==> src/rtl/multistart_sequencer.sv <==
// rtl/multistart_sequencer.sv - multi-start launcher for the Q24.8 gradient-descent core
//
// Purpose: launches the optimizer core NUM_STARTS times from x_start + k*x_step
// (saturating), does the level start/done handshake with it, and keeps the lowest
// y_min seen (earliest index on ties). A watchdog abandons the run if a start never
// completes.
//
// Ports:
//   clk, rst_n            clock, asynchronous active-low reset
//   run                   one-cycle request, accepted in IDLE only
//   x_start, x_step       Q24.8 first point and spacing, latched on accept
//   opt_start_op          level start to the core
//   opt_initial_x         Q24.8 point presented to the core
//   opt_done_op           core completion level
//   opt_x_at_min          Q24.8 core result x
//   opt_y_min             Q47.8 core result y
//   busy, done            run in progress / run finished (held until next accept)
//   best_x, best_y        best result so far
//   best_idx              start index of the best result
//   sat_flag              some generated point saturated during this run
//   timeout_err           the watchdog fired during this run
module multistart_sequencer #(
  parameter int NUM_STARTS     = 8,
  parameter int TIMEOUT_CYCLES = 64
) (
  input  logic        clk,
  input  logic        rst_n,
  input  logic        run,
  input  logic [31:0] x_start,
  input  logic [31:0] x_step,
  output logic        opt_start_op,
  output logic [31:0] opt_initial_x,
  input  logic        opt_done_op,
  input  logic [31:0] opt_x_at_min,
  input  logic [55:0] opt_y_min,
  output logic        busy,
  output logic        done,
  output logic [31:0] best_x,
  output logic [55:0] best_y,
  output logic [7:0]  best_idx,
  output logic        sat_flag,
  output logic        timeout_err
);

  localparam int              WD_W    = $clog2(TIMEOUT_CYCLES + 1);
  localparam logic [7:0]      K_LAST  = 8'(NUM_STARTS - 1);
  localparam logic [WD_W-1:0] WD_LAST = WD_W'(TIMEOUT_CYCLES - 1);

  typedef enum logic [2:0] {
    S_IDLE, S_LAUNCH, S_WAIT_DONE, S_CAPTURE, S_RELEASE, S_FINISH
  } state_e;

  state_e          state_q, state_d;
  logic [31:0]     x_step_q, x_step_d;
  logic [31:0]     init_x_q, init_x_d;
  logic [31:0]     best_x_q, best_x_d;
  logic [55:0]     best_y_q, best_y_d;
  logic [7:0]      k_q, k_d;
  logic [7:0]      best_idx_q, best_idx_d;
  logic [WD_W-1:0] wdog_q, wdog_d;
  logic            start_q, start_d;
  logic            busy_q, busy_d;
  logic            done_q, done_d;
  logic            sat_q, sat_d;
  logic            tmo_q, tmo_d;

  // Saturating next point: overflow when the two top bits of the 33-bit sum differ.
  logic [32:0] sum;
  logic        ovf;
  logic [31:0] next_x;
  logic        better;
  logic        wd_expired;

  assign sum        = {init_x_q[31], init_x_q} + {x_step_q[31], x_step_q};
  assign ovf        = sum[32] ^ sum[31];
  assign next_x     = ovf ? (sum[32] ? 32'h8000_0000 : 32'h7fff_ffff) : sum[31:0];
  // Strict less-than keeps the earlier index on ties; k==0 always seeds the run.
  assign better     = (k_q == 8'd0) || ($signed(opt_y_min) < $signed(best_y_q));
  // wdog_q counts completed WAIT_DONE cycles, so this is the TIMEOUT_CYCLES-th one.
  assign wd_expired = (wdog_q == WD_LAST);

  always_ff @(posedge clk or negedge rst_n) begin
    if (!rst_n) begin
      state_q    <= S_IDLE;
      x_step_q   <= '0;
      init_x_q   <= '0;
      best_x_q   <= '0;
      best_y_q   <= '0;
      k_q        <= '0;
      best_idx_q <= '0;
      wdog_q     <= '0;
      start_q    <= 1'b0;
      busy_q     <= 1'b0;
      done_q     <= 1'b0;
      sat_q      <= 1'b0;
      tmo_q      <= 1'b0;
    end else begin
      state_q    <= state_d;
      x_step_q   <= x_step_d;
      init_x_q   <= init_x_d;
      best_x_q   <= best_x_d;
      best_y_q   <= best_y_d;
      k_q        <= k_d;
      best_idx_q <= best_idx_d;
      wdog_q     <= wdog_d;
      start_q    <= start_d;
      busy_q     <= busy_d;
      done_q     <= done_d;
      sat_q      <= sat_d;
      tmo_q      <= tmo_d;
    end
  end

  always_comb begin
    state_d = state_q;
    unique case (state_q)
      S_IDLE:      if (run) state_d = S_LAUNCH;
      // Never raise start while the core still reports done from a previous launch.
      S_LAUNCH:    if (!opt_done_op) state_d = S_WAIT_DONE;
      // done is tested first so it wins over a simultaneous watchdog expiry.
      S_WAIT_DONE: if (opt_done_op) state_d = S_CAPTURE;
                   else if (wd_expired) state_d = S_FINISH;
      S_CAPTURE:   state_d = S_RELEASE;
      S_RELEASE:   if (!opt_done_op) state_d = (k_q == K_LAST) ? S_FINISH : S_LAUNCH;
      S_FINISH:    state_d = S_IDLE;
      default:     state_d = S_IDLE;
    endcase
  end

  always_comb begin
    x_step_d   = x_step_q;
    init_x_d   = init_x_q;
    best_x_d   = best_x_q;
    best_y_d   = best_y_q;
    k_d        = k_q;
    best_idx_d = best_idx_q;
    wdog_d     = wdog_q;
    start_d    = start_q;
    busy_d     = busy_q;
    done_d     = done_q;
    sat_d      = sat_q;
    tmo_d      = tmo_q;
    unique case (state_q)
      S_IDLE: begin
        if (run) begin
          x_step_d = x_step;
          init_x_d = x_start;
          k_d      = 8'd0;
          done_d   = 1'b0;
          sat_d    = 1'b0;
          tmo_d    = 1'b0;
          busy_d   = 1'b1;
        end
      end
      S_LAUNCH: begin
        if (!opt_done_op) begin
          start_d = 1'b1;
          wdog_d  = '0;
        end
      end
      S_WAIT_DONE: begin
        if (!opt_done_op) begin
          if (wd_expired) begin
            tmo_d   = 1'b1;
            start_d = 1'b0;
          end else begin
            wdog_d = wdog_q + WD_W'(1);
          end
        end
      end
      S_CAPTURE: begin
        if (better) begin
          best_y_d   = opt_y_min;
          best_x_d   = opt_x_at_min;
          best_idx_d = k_q;
        end
        start_d = 1'b0;
      end
      S_RELEASE: begin
        if (!opt_done_op) begin
          k_d = k_q + 8'd1;
          if (k_q != K_LAST) begin
            init_x_d = next_x;
            sat_d    = sat_q | ovf;
          end
        end
      end
      S_FINISH: begin
        busy_d = 1'b0;
        done_d = 1'b1;
      end
      default: ;
    endcase
  end

  assign opt_start_op  = start_q;
  assign opt_initial_x = init_x_q;
  assign busy          = busy_q;
  assign done          = done_q;
  assign best_x        = best_x_q;
  assign best_y        = best_y_q;
  assign best_idx      = best_idx_q;
  assign sat_flag      = sat_q;
  assign timeout_err   = tmo_q;

endmodule

==> config.mk <==
export PLATFORM = sky130hd
export DESIGN_NAME = multistart_sequencer
export DESIGN_NICKNAME = d
export VERILOG_FILES = /design/src/rtl/multistart_sequencer.sv
export SDC_FILE = /design/constraint.sdc
export NUM_CORES = 1
export LEC_CHECK = 0
export ABC_AREA = 1
export ABC_CLOCK_PERIOD_IN_PS = 2400
export BUFFER_PORTS_ARGS = -buffer_cell sky130_fd_sc_hd__clkbuf_2
export CORE_UTILIZATION = 38
export DETAILED_ROUTE_END_ITERATION = 10
export GPL_TIMING_DRIVEN = 0
export HOLD_SLACK_MARGIN = 0.06
export PLACE_DENSITY = 0.69
export SETUP_SLACK_MARGIN = 0.15
export SYNTH_ARGS = -nofsm -noshare
export SYNTH_HDL_FRONTEND = slang
export SYNTH_SLANG_ARGS = --single-unit
==> constraint.sdc <==
create_clock -name clk -period 2.4 [get_ports clk]
set_clock_uncertainty 0.2 [all_clocks]
set_input_delay 0.24 -clock clk [delete_from_list [all_inputs] [get_ports clk]]
set_output_delay 0.24 -clock clk [all_outputs]
set_load 0.01 [all_outputs]
==> flow_metrics.py, run 1 <==
metrics = {
    "setup_path": {
        "arrival_ns": 2.80,
        "startpoint_type": "flip-flop",
        "worst_path_most_repeated_cell": "nand2_2",
        "cp_slowest_cell": "dfrtp_1",
        "path_cells": "inv_2 -> ha_4 -> nand2_2 -> nor2_4 -> nand4_1 -> nor2_4 -> nand2_2 -> nor2_4 -> nand2_2 -> nand2_2 -> nand2_2 -> nand3_4 -> nand2_8 -> buf_12 -> clkbuf_16 -> nand2_2 -> nand2_1",
        "r2r_setup_slack_ns": -0.27,
        "cp.required_ns": 2.53,
        "crit_type": "reg2reg",
        "path_max_fanout": 6,
        "crit_path_max_incr_delay_ns": 0.44,
        "timing.rr.start": "best_y[45]",
        "crit_start": "best_y[45]",
        "cp-end-kind": "flip-flop",
    },
    "power": {
        "p_comb_frac": 0.644,
        "p_per_area_nw_per_um2": 1340,
        "peakVddDrop_uv": 773,
        "power.total_mw": 23.5,
        "p_sw_mw": 11.4,
        "swShare": 0.486,
        "p_int_mw": 12.1,
        "p_clk_frac": 0.118,
        "p_seq_frac": 0.238,
        "leakage_nw": 9.42,
    },
    "floorplanning": {
        "core_area_um2": 29700,
        "die_w_um": 176,
        "ios": 289,
        "dieArea_um2": 31100,
        "start_util": 0.388,
        "fp.dieH_um": 176,
        "rows": 63,
    },
    "detailed_routing": {
        "firstDrtPassIters": 6,
        "via_per_inst": 4.97,
        "routedWlPerCell_um": 15.9,
        "drt_iter0_drc": 788,
        "ant_nets": 0,
        "drc_errors": 0,
        "vias": 12800,
        "routed_wl_mm": 40.8,
    },
    "synth": {
        "ys_seq_area_frac": 0.397,
        "synth_common_cells": "nand2_1, dfrtp_1, inv_1",
        "yosys_warnings": 0,
        "yosysMostFrequentCell": "nand2_1",
        "synthArstFlopShare": 1.00,
        "syn-cell-area_um2": 11500,
        "synth_cell_types": 36,
        "synth-main-ff-cell": "dfrtp_1",
        "synth_top_cell_by_area": "dfrtp_1",
        "synth_seq_cells": 183,
        "synthTopCellsByArea": "dfrtp_1, nand2_1, ha_1, nand3_1, inv_1",
        "synth_nets": 1884,
        "syn_area_per_cell_um2": 7.05,
        "synth_top_area_share": 0.397,
        "synth_edf_count": 0,
        "synthCells": 1637,
    },
    "clock_tree": {
        "cts_buffer_depth": 2,
        "clkTransAtPathRegs_ns": 0.08,
        "numCtsBuffers": 17,
        "clock_latency_ns": 0.44,
        "cts_root_buf": "clkbuf_16",
        "clock-sinks": 183,
        "cts_tree": "done",
        "h-tree-depth": 4,
    },
    "worst_hold_path": {
        "holdCritPathClass": "in2reg",
        "hold_start": "run",
    },
    "global_route": {
        "antenna_found_initial": 1,
        "use_met3": 0.0491,
        "globalRouteOverflowTotal": 0,
        "grt_busiest_layer": "met2",
        "use_met1": 0.295,
        "grt_pass1_wl_mm": 60.5,
        "met2_usage": 0.431,
        "grtUsageTotal": 0.246,
        "grt_max_degree": 103,
        "grt_pass1_vias": 12200,
    },
    "sta": {
        "finalCritPeriodShare": 1.11,
        "setup_ws_ns": -0.273,
        "relSlewSlack": 0.524,
        "grt_setup_unrepaired": "yes",
        "max_clock_freq_ghz": 0.374,
        "min_period_ns": 2.67,
        "tightest_slew_ns": 0.713,
        "setup_viol": 128,
        "maxSlewViolCount": 0,
        "hold_violations": 0,
    },
    "finish": {
        "final_nets": 2411,
        "syn_to_final_growth_pct": 52.0,
        "fin_cells": 2568,
        "drive_gt1_frac": 0.305,
        "stdcell_area_um2": 17500,
    },
    "placed_design": {
        "hpwl_mm": 27.1,
        "dpl_cell_area_um2": 13600,
        "place_ws_ns": -0.613,
        "dp.cells": 2316,
        "portBuffers": 288,
        "gp_congestion": 0.944,
    },
    "run_status": {
        "outcome": "complete, but fails checks",
        "violations": "negative setup slack",
    },
    "run": {
        "maxCapViolations": 0,
    },
}
sequential cells by signal, summed over array words and instances (netlist names), 3 cells and up:
name / cells
best_idx: 8
best_x: 32
best_y: 56
k_q: 8
opt_initial_x: 32
state_q: 3
wdog_q: 7
x_step_q: 32
final timing paths:
check / to / cells after the start
max: best_y[22] / 17
min: state_q[1] / 5
max reg2reg: best_y[22] / 17
min reg2reg: best_x[15] / 2
max in group asynchronous: opt_initial_x[31] / 3
min in group asynchronous: best_y[28] / 2
cell usage in the layout (no fill, tap or decap), types with 4 or more instances in the layout:
cell type,instances
ha_4,19
nor2_2,6
o21ai_0,27
xnor2_1,5
dfrtp_1,182
nor2_4,9
a21oi_2,20
nand3_2,15
xor2_1,17
buf_8,9
nand2_2,109
a21oi_1,53
ha_1,62
o21a_1,4
ha_2,9
o21bai_1,8
inv_8,4
nor3_1,13
nand4_1,6
dlygate4sd3_1,154
buf_16,4
buf_4,53
clkbuf_2,291
inv_1,156
clkbuf_16,24
buf_6,11
nand2_4,37
nand3_1,112
inv_2,12
nor2_1,135
nand2_1,543
clkbuf_1,21
buf_12,4
final cells by class:
class | count | area (um^2)
sequential | 183 | 4580
inverter | 169 | 638
fill | 2552 | 12200
clock buffer | 18 | 429
clock inverter | 14 | 134
tap | 390 | 488
buffer | 51 | 415
multi-input combinational | 1234 | 7100
timing repair buffer | 508 | 3750
antenna | 1 | 2.50
power groups by stage:
stage | clock, mW | sequential (mW) | combinational [mW]
after floorplan | 0 | 5.73 | 7.44
after global placement | 0 | 5.43 | 11.1
after detailed placement | 0 | 5.48 | 11.3
after CTS | 2.81 | 5.47 | 13.0
after global routing | 2.94 | 5.72 | 16.6
final | 2.77 | 5.58 | 15.1
timing repair:
action                                  CTS  global route
gates cloned                              8             7
pin swaps                                15            30
hold buffers                            154             0
buffers inserted                         24            27
endpoints found under the hold margin   238             0
endpoints found under the setup margin  149           153
resized for setup                       127           182
critical path: cells and delay by family, from the launching register on:
family | cells | cell delay, ns
DFF | 1 | 0.44
and+or+nand+nor | 13 | 1.22
adders and majority gates | 1 | 0.28
buffers and inverters | 3 | 0.42
metrics by stage:
| step | hold slack, ns | utilization | setup TNS, ns |
|---|---|---|---|
| after floorplan | -0.256 | - | -4.11 |
| after global placement | 0.246 | 0.456 | -541.94 |
| after detailed placement | 0.123 | 0.457 | -49.01 |
| after CTS | 0.0906 | 0.554 | -23.71 |
| after global routing | 0.169 | 0.590 | -46.01 |
| final | 0.111 | 0.590 | -25.92 |
kinds of logic (layout without fill, tap and decap cells):
kind of cell / count (synthesis) / in the layout / synth area share
xor gates and xnor gates: 22 / 22 / 0.0167
buffers and inverters: 221 / 760 / 0.0791
other: 0 / 1 / 0
DFF: 183 / 183 / 0.397
adders and majority gates: 91 / 91 / 0.0993
AOI/OAI and AO/OA: 122 / 122 / 0.0579
and+or+nand+nor: 998 / 999 / 0.350
metal layers:
layer / wire length (um) / vias to the layer above / share of wire
li1: - / 6195 / -
met1: 16200 / 5920 / 0.40
met2: 20000 / 530 / 0.49
met3: 3110 / 113 / 0.076
met4: 1480 / 0 / 0.036
met5: 0 / - / 0
Note: power is estimated with default switching activity, not from simulation.
==> run 2, diff against run 1 <==
Settings changed: SKIP_CTS_REPAIR_TIMING set to 1.
==> flow_metrics.py, run 2 (same netlist as run 1, synthesis figures left out) <==
metrics = {
    "detailed_routing": {
        "ant_nets": 0,
        "routedWlPerCell_um": 16.1,
        "drc_errors": 0,
        "routed_wl_mm": 41.3,
        "firstDrtPassIters": 5,
        "vias": 12800,
        "drt_iter0_drc": 729,
        "via_per_inst": 5.01,
    },
    "power": {
        "p_seq_frac": 0.244,
        "p_clk_frac": 0.121,
        "p_sw_mw": 11.1,
        "p_int_mw": 11.8,
        "power.total_mw": 22.9,
        "p_per_area_nw_per_um2": 1310,
        "peakVddDrop_uv": 696,
        "swShare": 0.486,
        "p_comb_frac": 0.635,
        "leakage_nw": 9.41,
    },
    "global_route": {
        "antenna_found_initial": 0,
        "grtUsageTotal": 0.220,
        "globalRouteOverflowTotal": 0,
        "grt_pass1_wl_mm": 54.2,
        "grt_pass1_vias": 10800,
        "grt_max_degree": 103,
    },
    "run": {
        "maxCapViolations": 0,
    },
    "setup_path": {
        "timing.rr.end": "opt_initial_x[23]",
        "r2r_setup_slack_ns": -0.36,
        "timing.rr.start": "opt_initial_x[0]",
        "startpoint_type": "flip-flop",
        "path_max_fanout": 6,
        "cp.required_ns": 2.53,
        "crit_type": "reg2reg",
        "cp-end-kind": "flip-flop",
        "arrival_ns": 2.90,
        "r2r_cells": 20,
    },
    "finish": {
        "largest_reg_flops": 56,
        "drive_gt1_frac": 0.294,
        "fillCellCount": 2532,
        "syn_to_final_growth_pct": 51.3,
        "fin_cells": 2557,
        "final_nets": 2401,
        "final_cell_mix": "nand2_1, clkbuf_2, dfrtp_1",
        "regArea_um2": 4580,
        "fin_util": 0.587,
        "diodes": 0,
        "final_common_cell": "nand2_1",
        "multi_input_area_um2": 7000,
    },
    "floorplanning": {
        "die_w_um": 176,
        "fp.dieH_um": 176,
        "ios": 289,
        "dieArea_um2": 31100,
        "core_area_um2": 29700,
        "start_util": 0.388,
        "rows": 63,
    },
    "sta": {
        "maxSlewViolCount": 0,
        "tightest_slew_ns": 0.723,
        "finalCritPeriodShare": 1.15,
        "setup_viol": 128,
        "relSlewSlack": 0.518,
        "min_period_ns": 2.76,
        "hold_violations": 0,
        "max_clock_freq_ghz": 0.362,
        "grt_setup_unrepaired": "yes",
        "setup_ws_ns": -0.364,
    },
    "run_status": {
        "outcome": "complete, but fails checks",
        "violations": "negative setup slack",
    },
    "clock_tree": {
        "h-tree-depth": 4,
        "clock-sinks": 183,
        "clkTransAtPathRegs_ns": 0.07,
        "clock_latency_ns": 0.45,
        "numCtsBuffers": 17,
        "cts_tree": "done",
        "cts_root_buf": "clkbuf_16",
        "cts_buffer_depth": 2,
    },
    "worst_hold_path": {
        "hold_end": "opt_initial_x[0]",
        "worstHoldPathCells": 6,
        "holdCritPathClass": "in2reg",
        "hold_start": "x_start[0]",
    },
    "placed_design": {
        "dp.cells": 2316,
        "hpwl_mm": 27.1,
        "gp_congestion": 0.944,
        "portBuffers": 288,
        "place_ws_ns": -0.613,
    },
}
==> run 2: layout make-up <==
cell class / count / area share
flip-flops and latches: 183 / 0.262
clock buffers: 18 / 0.0246
multi-input cells: 1233 / 0.401
inverters: 169 / 0.0367
clock inverters: 14 / 0.00767
plain buffers: 51 / 0.0270
well taps: 390 / 0.0280
repair buffers: 499 / 0.213
==> run 2: how the worst max path moves through the flow <==
stage | slack, ns | end | from | cells past startpoint
floorplan | -0.20 | opt_initial_x[10] | opt_initial_x[0] | 20
detailed placement | -0.61 | opt_initial_x[10] | opt_initial_x[0] | 20
finish | -0.36 | opt_initial_x[23] | opt_initial_x[0] | 20
global placement | -2.71 | opt_initial_x[4] | rst_n | 1
CTS | -0.63 | opt_initial_x[10] | opt_initial_x[0] | 20
global route | -0.50 | best_y[23] | best_y[23] | 18
==> run 2: through the flow <==
| stage | cell area [um^2] | hold slack, ns | setup TNS [ns] |
|---|---|---|---|
| final | 17500 | 0.0390 | -39.48 |
| after global routing | 17500 | 0.0588 | -56.46 |
| after CTS | 14100 | -0.350 | -53.03 |
| after detailed placement | 13600 | 0.123 | -49.01 |
| after global placement | 13500 | 0.246 | -541.94 |
| after floorplan | 11600 | -0.256 | -4.11 |
==> run 2: per-layer routing <==
| metal | global-route usage | wire length, um | part of all wire | vias to the layer above |
|---|---|---|---|---|
| met2 | 0.381 | 20200 | 0.49 | 528 |
| met5 | 0 | 0 | 0 | - |
| met4 | 0.0674 | 1610 | 0.039 | 0 |
| li1 | - | - | - | 6176 |
| met3 | 0.0461 | 2800 | 0.068 | 133 |
| met1 | 0.274 | 16700 | 0.40 | 5961 |
==> run 2: power by group through the flow <==
stage	clock (mW)	combinational (mW)	sequential (mW)
after floorplan	0	7.44	5.73
after global placement	0	11.1	5.43
after detailed placement	0	11.3	5.48
after CTS	2.81	11.4	5.43
after global routing	2.95	16.0	5.72
final	2.78	14.5	5.57
==> run 2: critical path, cell delays in order, from the launching register on <==
cell and delay (ns):
dfrtp_1 0.36, ha_2 0.19, inv_2 0.04, fa_2 0.39, nand3b_1 0.18, nand2_2 0.10
nand2_2 0.08, nand2_4 0.09, nand2_4 0.05, nand2_4 0.09, nand2_4 0.07, nand3_2 0.07
nand2_2 0.06, nand2_4 0.09, nand2_4 0.06, inv_4 0.08, buf_8 0.14, clkbuf_16 0.16
nand2_2 0.05, nand2_1 0.05, nand2_1 0.04
